$ cat config.mk
export PLATFORM = sky130hd
export DESIGN_NAME = mem_arbiter
export DESIGN_NICKNAME = d
export VERILOG_FILES = /design/src/rtl/mem_arbiter.sv
export SDC_FILE = /design/constraint.sdc
export NUM_CORES = 1
export LEC_CHECK = 0
export BUFFER_PORTS_ARGS = -buffer_cell sky130_fd_sc_hd__clkbuf_2
export CELL_PAD_IN_SITES_DETAIL_PLACEMENT = 1
export CELL_PAD_IN_SITES_GLOBAL_PLACEMENT = 2
export CORE_MARGIN = 2
export CORE_UTILIZATION = 15
export CTS_BUF_LIST = sky130_fd_sc_hd__clkbuf_8
export DETAILED_ROUTE_END_ITERATION = 7
export GPL_ROUTABILITY_DRIVEN = 0
export PLACE_DENSITY = 0.94
export SLEW_MARGIN = 5
export SYNTH_ARGS = -nofsm -noshare
export SYNTH_HDL_FRONTEND = slang
export SYNTH_SLANG_ARGS = --single-unit
$ cat constraint.sdc
create_clock -name clk -period 1.9 [get_ports clk]
set_input_delay 0.19 -clock clk [delete_from_list [all_inputs] [get_ports clk]]
set_output_delay 0.19 -clock clk [all_outputs]
set_load 0.05 [all_outputs]
$ cat src/rtl/mem_arbiter.sv
// Two-master arbiter for one synchronous memory port: round-robin with a bounded burst.
// Define ARB_FIXED_PRIO_EN to give master 0 absolute priority instead.
module mem_arbiter #(
  parameter int ADDR_W    = 16,
  parameter int DATA_W    = 8,
  parameter int BURST_MAX = 4
) (
  input  logic              clk,
  input  logic              rst,
  input  logic              m0_req,
  input  logic              m0_we,
  input  logic [ADDR_W-1:0] m0_addr,
  input  logic [DATA_W-1:0] m0_wdata,
  output logic              m0_gnt,
  output logic              m0_rvalid,
  output logic [DATA_W-1:0] m0_rdata,
  input  logic              m1_req,
  input  logic              m1_we,
  input  logic [ADDR_W-1:0] m1_addr,
  input  logic [DATA_W-1:0] m1_wdata,
  output logic              m1_gnt,
  output logic              m1_rvalid,
  output logic [DATA_W-1:0] m1_rdata,
  output logic [ADDR_W-1:0] mem_addr,
  output logic [DATA_W-1:0] mem_do,
  output logic              mem_we,
  input  logic [DATA_W-1:0] mem_di
);

  localparam int CNT_W = $clog2(BURST_MAX + 1);
  localparam logic [CNT_W-1:0] CNT_SAT  = CNT_W'(BURST_MAX);
  localparam logic [CNT_W-1:0] CNT_LAST = CNT_W'(BURST_MAX - 1);

  typedef enum logic [1:0] {IDLE, OWN0, OWN1} state_e;

  state_e           state_q, state_d;
  logic             last1_q, last1_d;  // 1 when m1 was the last master served
  logic [CNT_W-1:0] burst_q, burst_d;
  logic             rvalid0_q, rvalid0_d;
  logic             rvalid1_q, rvalid1_d;

  logic own0, own1, acc0, acc1, burst_end;
  logic [CNT_W-1:0] burst_inc;

  assign own0 = (state_q == OWN0);
  assign own1 = (state_q == OWN1);
  assign acc0 = own0 & m0_req;
  assign acc1 = own1 & m1_req;

  always_comb begin
    mem_addr = '0;
    mem_do   = '0;
    if (own0) begin
      mem_addr = m0_addr;
      mem_do   = m0_wdata;
    end else if (own1) begin
      mem_addr = m1_addr;
      mem_do   = m1_wdata;
    end
  end

  assign mem_we = (acc0 & m0_we) | (acc1 & m1_we);

  // >= rather than == so a saturated owner still yields once the other master asks
  assign burst_end = (burst_q >= CNT_LAST);
  assign burst_inc = (burst_q == CNT_SAT) ? burst_q : burst_q + 1'b1;

  always_comb begin
    state_d   = state_q;
    last1_d   = last1_q;
    burst_d   = burst_q;
    rvalid0_d = acc0 & ~m0_we;
    rvalid1_d = acc1 & ~m1_we;
    case (state_q)
      IDLE: begin
        burst_d = '0;
        if (m0_req && m1_req) begin
`ifdef ARB_FIXED_PRIO_EN
          state_d = OWN0;
`else
          state_d = last1_q ? OWN0 : OWN1;
`endif
        end else if (m0_req) begin
          state_d = OWN0;
        end else if (m1_req) begin
          state_d = OWN1;
        end
      end
      OWN0: begin
        if (!m0_req) begin
          state_d = m1_req ? OWN1 : IDLE;
          last1_d = 1'b0;
          burst_d = '0;
        end
`ifndef ARB_FIXED_PRIO_EN
        else if (burst_end && m1_req) begin
          state_d = OWN1;
          last1_d = 1'b0;
          burst_d = '0;
        end
`endif
        else begin
          burst_d = burst_inc;
        end
      end
      OWN1: begin
        if (!m1_req) begin
          state_d = m0_req ? OWN0 : IDLE;
          last1_d = 1'b1;
          burst_d = '0;
        end
`ifdef ARB_FIXED_PRIO_EN
        else if (m0_req) begin
`else
        else if (burst_end && m0_req) begin
`endif
          state_d = OWN0;
          last1_d = 1'b1;
          burst_d = '0;
        end else begin
          burst_d = burst_inc;
        end
      end
      default: begin
        state_d = IDLE;
        burst_d = '0;
      end
    endcase
  end

  always_ff @(posedge clk or posedge rst) begin
    if (rst) begin
      state_q   <= IDLE;
      last1_q   <= 1'b1;
      burst_q   <= '0;
      rvalid0_q <= 1'b0;
      rvalid1_q <= 1'b0;
    end else begin
      state_q   <= state_d;
      last1_q   <= last1_d;
      burst_q   <= burst_d;
      rvalid0_q <= rvalid0_d;
      rvalid1_q <= rvalid1_d;
    end
  end

  assign m0_gnt    = own0;
  assign m1_gnt    = own1;
  assign m0_rvalid = rvalid0_q;
  assign m1_rvalid = rvalid1_q;
  assign m0_rdata  = rvalid0_q ? mem_di : '0;
  assign m1_rdata  = rvalid1_q ? mem_di : '0;

endmodule

==> summary.md <==
| Metric | Value |
|---|---|
| Status | finished clean |
| Critical Path AT | 1.65 ns |
| Top-count cell post-synth | a22o_1 |
| Critical Path RT | 1.71 ns |
| Layout Skew | 0.00165 ns |
| Max_cap viols | 0 |
| Layout cells sized above 1 | 0.676 |
| Fin crit share | 0.969 |
| Synthesized area | approximately 860 µm² |
| Die H | roughly 80 µm |
| H-Tree Depth | 1 |
| Worst hold slack | between 0.1 and 0.15 ns |
| Gr ovfl total | 0 |
| Kind of critical path | reg -> out |
| Global-route wire length before repair | roughly 5700 µm |
| # rows | 27 |
| Ant. Diodes | 0 |
| Port bufs | 106 |
| DRT antenna net count | 0 |
| Slew HR | 0.715 |
| Clock root buffer | clkbuf_8 |
| Worst-Margin Slew | 0.423 ns |
| Starting density of the core | 0.155 |
| Post-synth ARST share | 1.00 |
| Clock-pin slew on the worst setup and hold paths | 0.04 ns |
| GR Util All Layers | 0.110 |
| Worst-case clock buffer depth | 2 |
| Distinct cell type count after synthesis | 23 |
| Full die area | 0.00636 mm² |
| Largest net degree at the start of global routing | 26 |
| Vias in the first global route | around 1,200 |
| Post-DP Area | 0.00154 mm² |
| Place WS | around 0.091 ns |
| Crit. End Element | output pin |
| Drt wl/cell | ~13 µm |
| Top post-synthesis cells by area | a22o_1 24%, dfrtp_1 20%, and2_1 12% |
| Achievable Freq | around 0.54 GHz |
| YS warnings | 0 |
| Most frequent cells after synthesis | 24 x a22o_1, 16 x and2_1, 7 x dfrtp_1, 7 x ha_1, 7 x inv_1 |
| Startpoint Class | flop |
| Pwr/cell area | ~1700 mW/mm² |
| Setup total negative slack | 0 ns |
| Tmin final | 1.84 ns |
| Clk sinks | 8 |
| Total CTS buffers | 3 |
| DRC viols | 0 |
| Fin worst setup slack | about 0.059 ns |
| Cells after Synth | 104 |
| Placeable Area | between 0.005 and 0.006 mm² |
| Max-slew violations | 0 |
| Initial DRC count | 12 |
| Layout Area Growth over Synthesis | 94.6% |
| Tightest Hold Check Type | in -> reg |
| Final Power | 0.00278 W |
| First-pass DRT Iterations | 4 |
| IO Count | approximately 110 |
| Initial antenna violation count | 0 |
| Post-synth EDFFs | 0 |
| Critical path peak fanout | 24 |
| Vias post-DR | 1,197 |
| Fin. Hold Viols | 0 |
| Syn_area_per_cell | 8.28 µm² |
| Register area share after synthesis | 0.234 |
| RSZ-0062 raised after global routing | no |
| Die X-Extent | 79.8 µm |
| Worst-Skew Late Latency | 0.23 ns |
| Post-synthesis register bit count | 8 |
| Post-Syn Nets | 173 |
| DR vias/cell | 4.20 |
| Worst vdd ir | 0.521 mV |
| Area share of the largest cell type after synthesis | 0.244 |
| Synth Flop Type | dfrtp_1 |
| Total wire length | 3610 µm |
| CTS tree | done |
| Post-synth top area cell | a22o_1 |
| Final nets | between 200 and 300 |
| # setup viols final | 0 |
| Pleak | 0.927 nW |
| HPWL Detailed | around 3000 µm |
| Design Area, Final | 0.00168 mm² |
-- through the flow --
stage,instances,util
after floorplan,104,-
after global placement,278,0.278
after detailed placement,278,0.278
after CTS,283,0.299
after global routing,285,0.302
final,285,0.302
-- flip-flops by register name, summed over array words and instances (netlist names) --
name / cells
burst_q: 3
m0_rvalid: 1
last1_q: 1
m1_rvalid: 1
state_q: 2
-- metal layers --
metal,global-route usage,vias to the layer above,wire length (µm)
met5,0,-,0
met2,0.226,38,2110
met3,0.0147,4,192
met1,0.109,563,1250
li1,-,592,-
met4,0.0390,0,53
-- path summary, 6_finish.rpt --
| path | start | cells past startpoint | slack [ns] | endpoint |
|---|---|---|---|---|
| max | state_q[1] | 6 | 0.06 | mem_addr[6] |
| min | m1_we | 2 | 0.13 | m1_rvalid |
| max reg2reg | burst_q[0] | 6 | 0.08 | state_q[1] |
| min in group asynchronous | rst | 3 | 0.44 | m1_rvalid |
| min reg2reg | last1_q | 2 | 0.51 | last1_q |
| max in group asynchronous | rst | 3 | 1.17 | last1_q |
-- where the power goes --
group	internal, W	switching, W	total, W
logic	0.000779	0.00152	0.00230
registers	0.000220	0.0000495	0.000270
clock network	0.000141	0.0000760	0.000217
total	0.00114	0.00164	0.00278
-- kinds of logic after synthesis --
logic type / after synthesis / share of synthesized area
DFF: 8 / 0.234
muxes: 2 / 0.0262
AOI/OAI and AO/OA: 37 / 0.336
adders and majority gates: 7 / 0.102
buffers and inverters: 14 / 0.0669
and+or+nand+nor: 35 / 0.225
xor gates and xnor gates: 1 / 0.0102
-- worst max-delay path: stages, from the launching register on --
cell	delay (ns)
dfrtp_1	0.39
buf_4	0.15
ha_4	0.14
nor2b_2	0.16
buf_12	0.15
a22o_2	0.21
clkbuf_4	0.21
-- cells in the final DEF (no fill, tap or decap), types with 3 or more instances in the layout --
cell type	n
inv_1	7
a21oi_1	4
dfrtp_1	6
nand2b_1	3
clkbuf_8	3
nand2_1	4
a22o_1	4
and2_1	16
clkbuf_4	22
buf_4	5
a22o_2	20
clkbuf_2	82
ha_1	5
nor2_1	5
o21ai_0	4
-- layout make-up --
type | count | area, µm²
clock inverter | 1 | 3.75
multi-input combinational | 82 | 657
sequential | 8 | 203
inverter | 7 | 26.3
clock buffer | 3 | 41.3
fill | 713 | 3860
tap | 72 | 90.1
timing repair buffer | 112 | 654
-- timing repair --
item	in CTS	in global routing
setup endpoints to repair	24	24
endpoints found under the hold margin	7	0
hold buffers	1	0
setup buffers	0	2
gates resized for setup	25	5
Power figures use the tool's default switching activity.
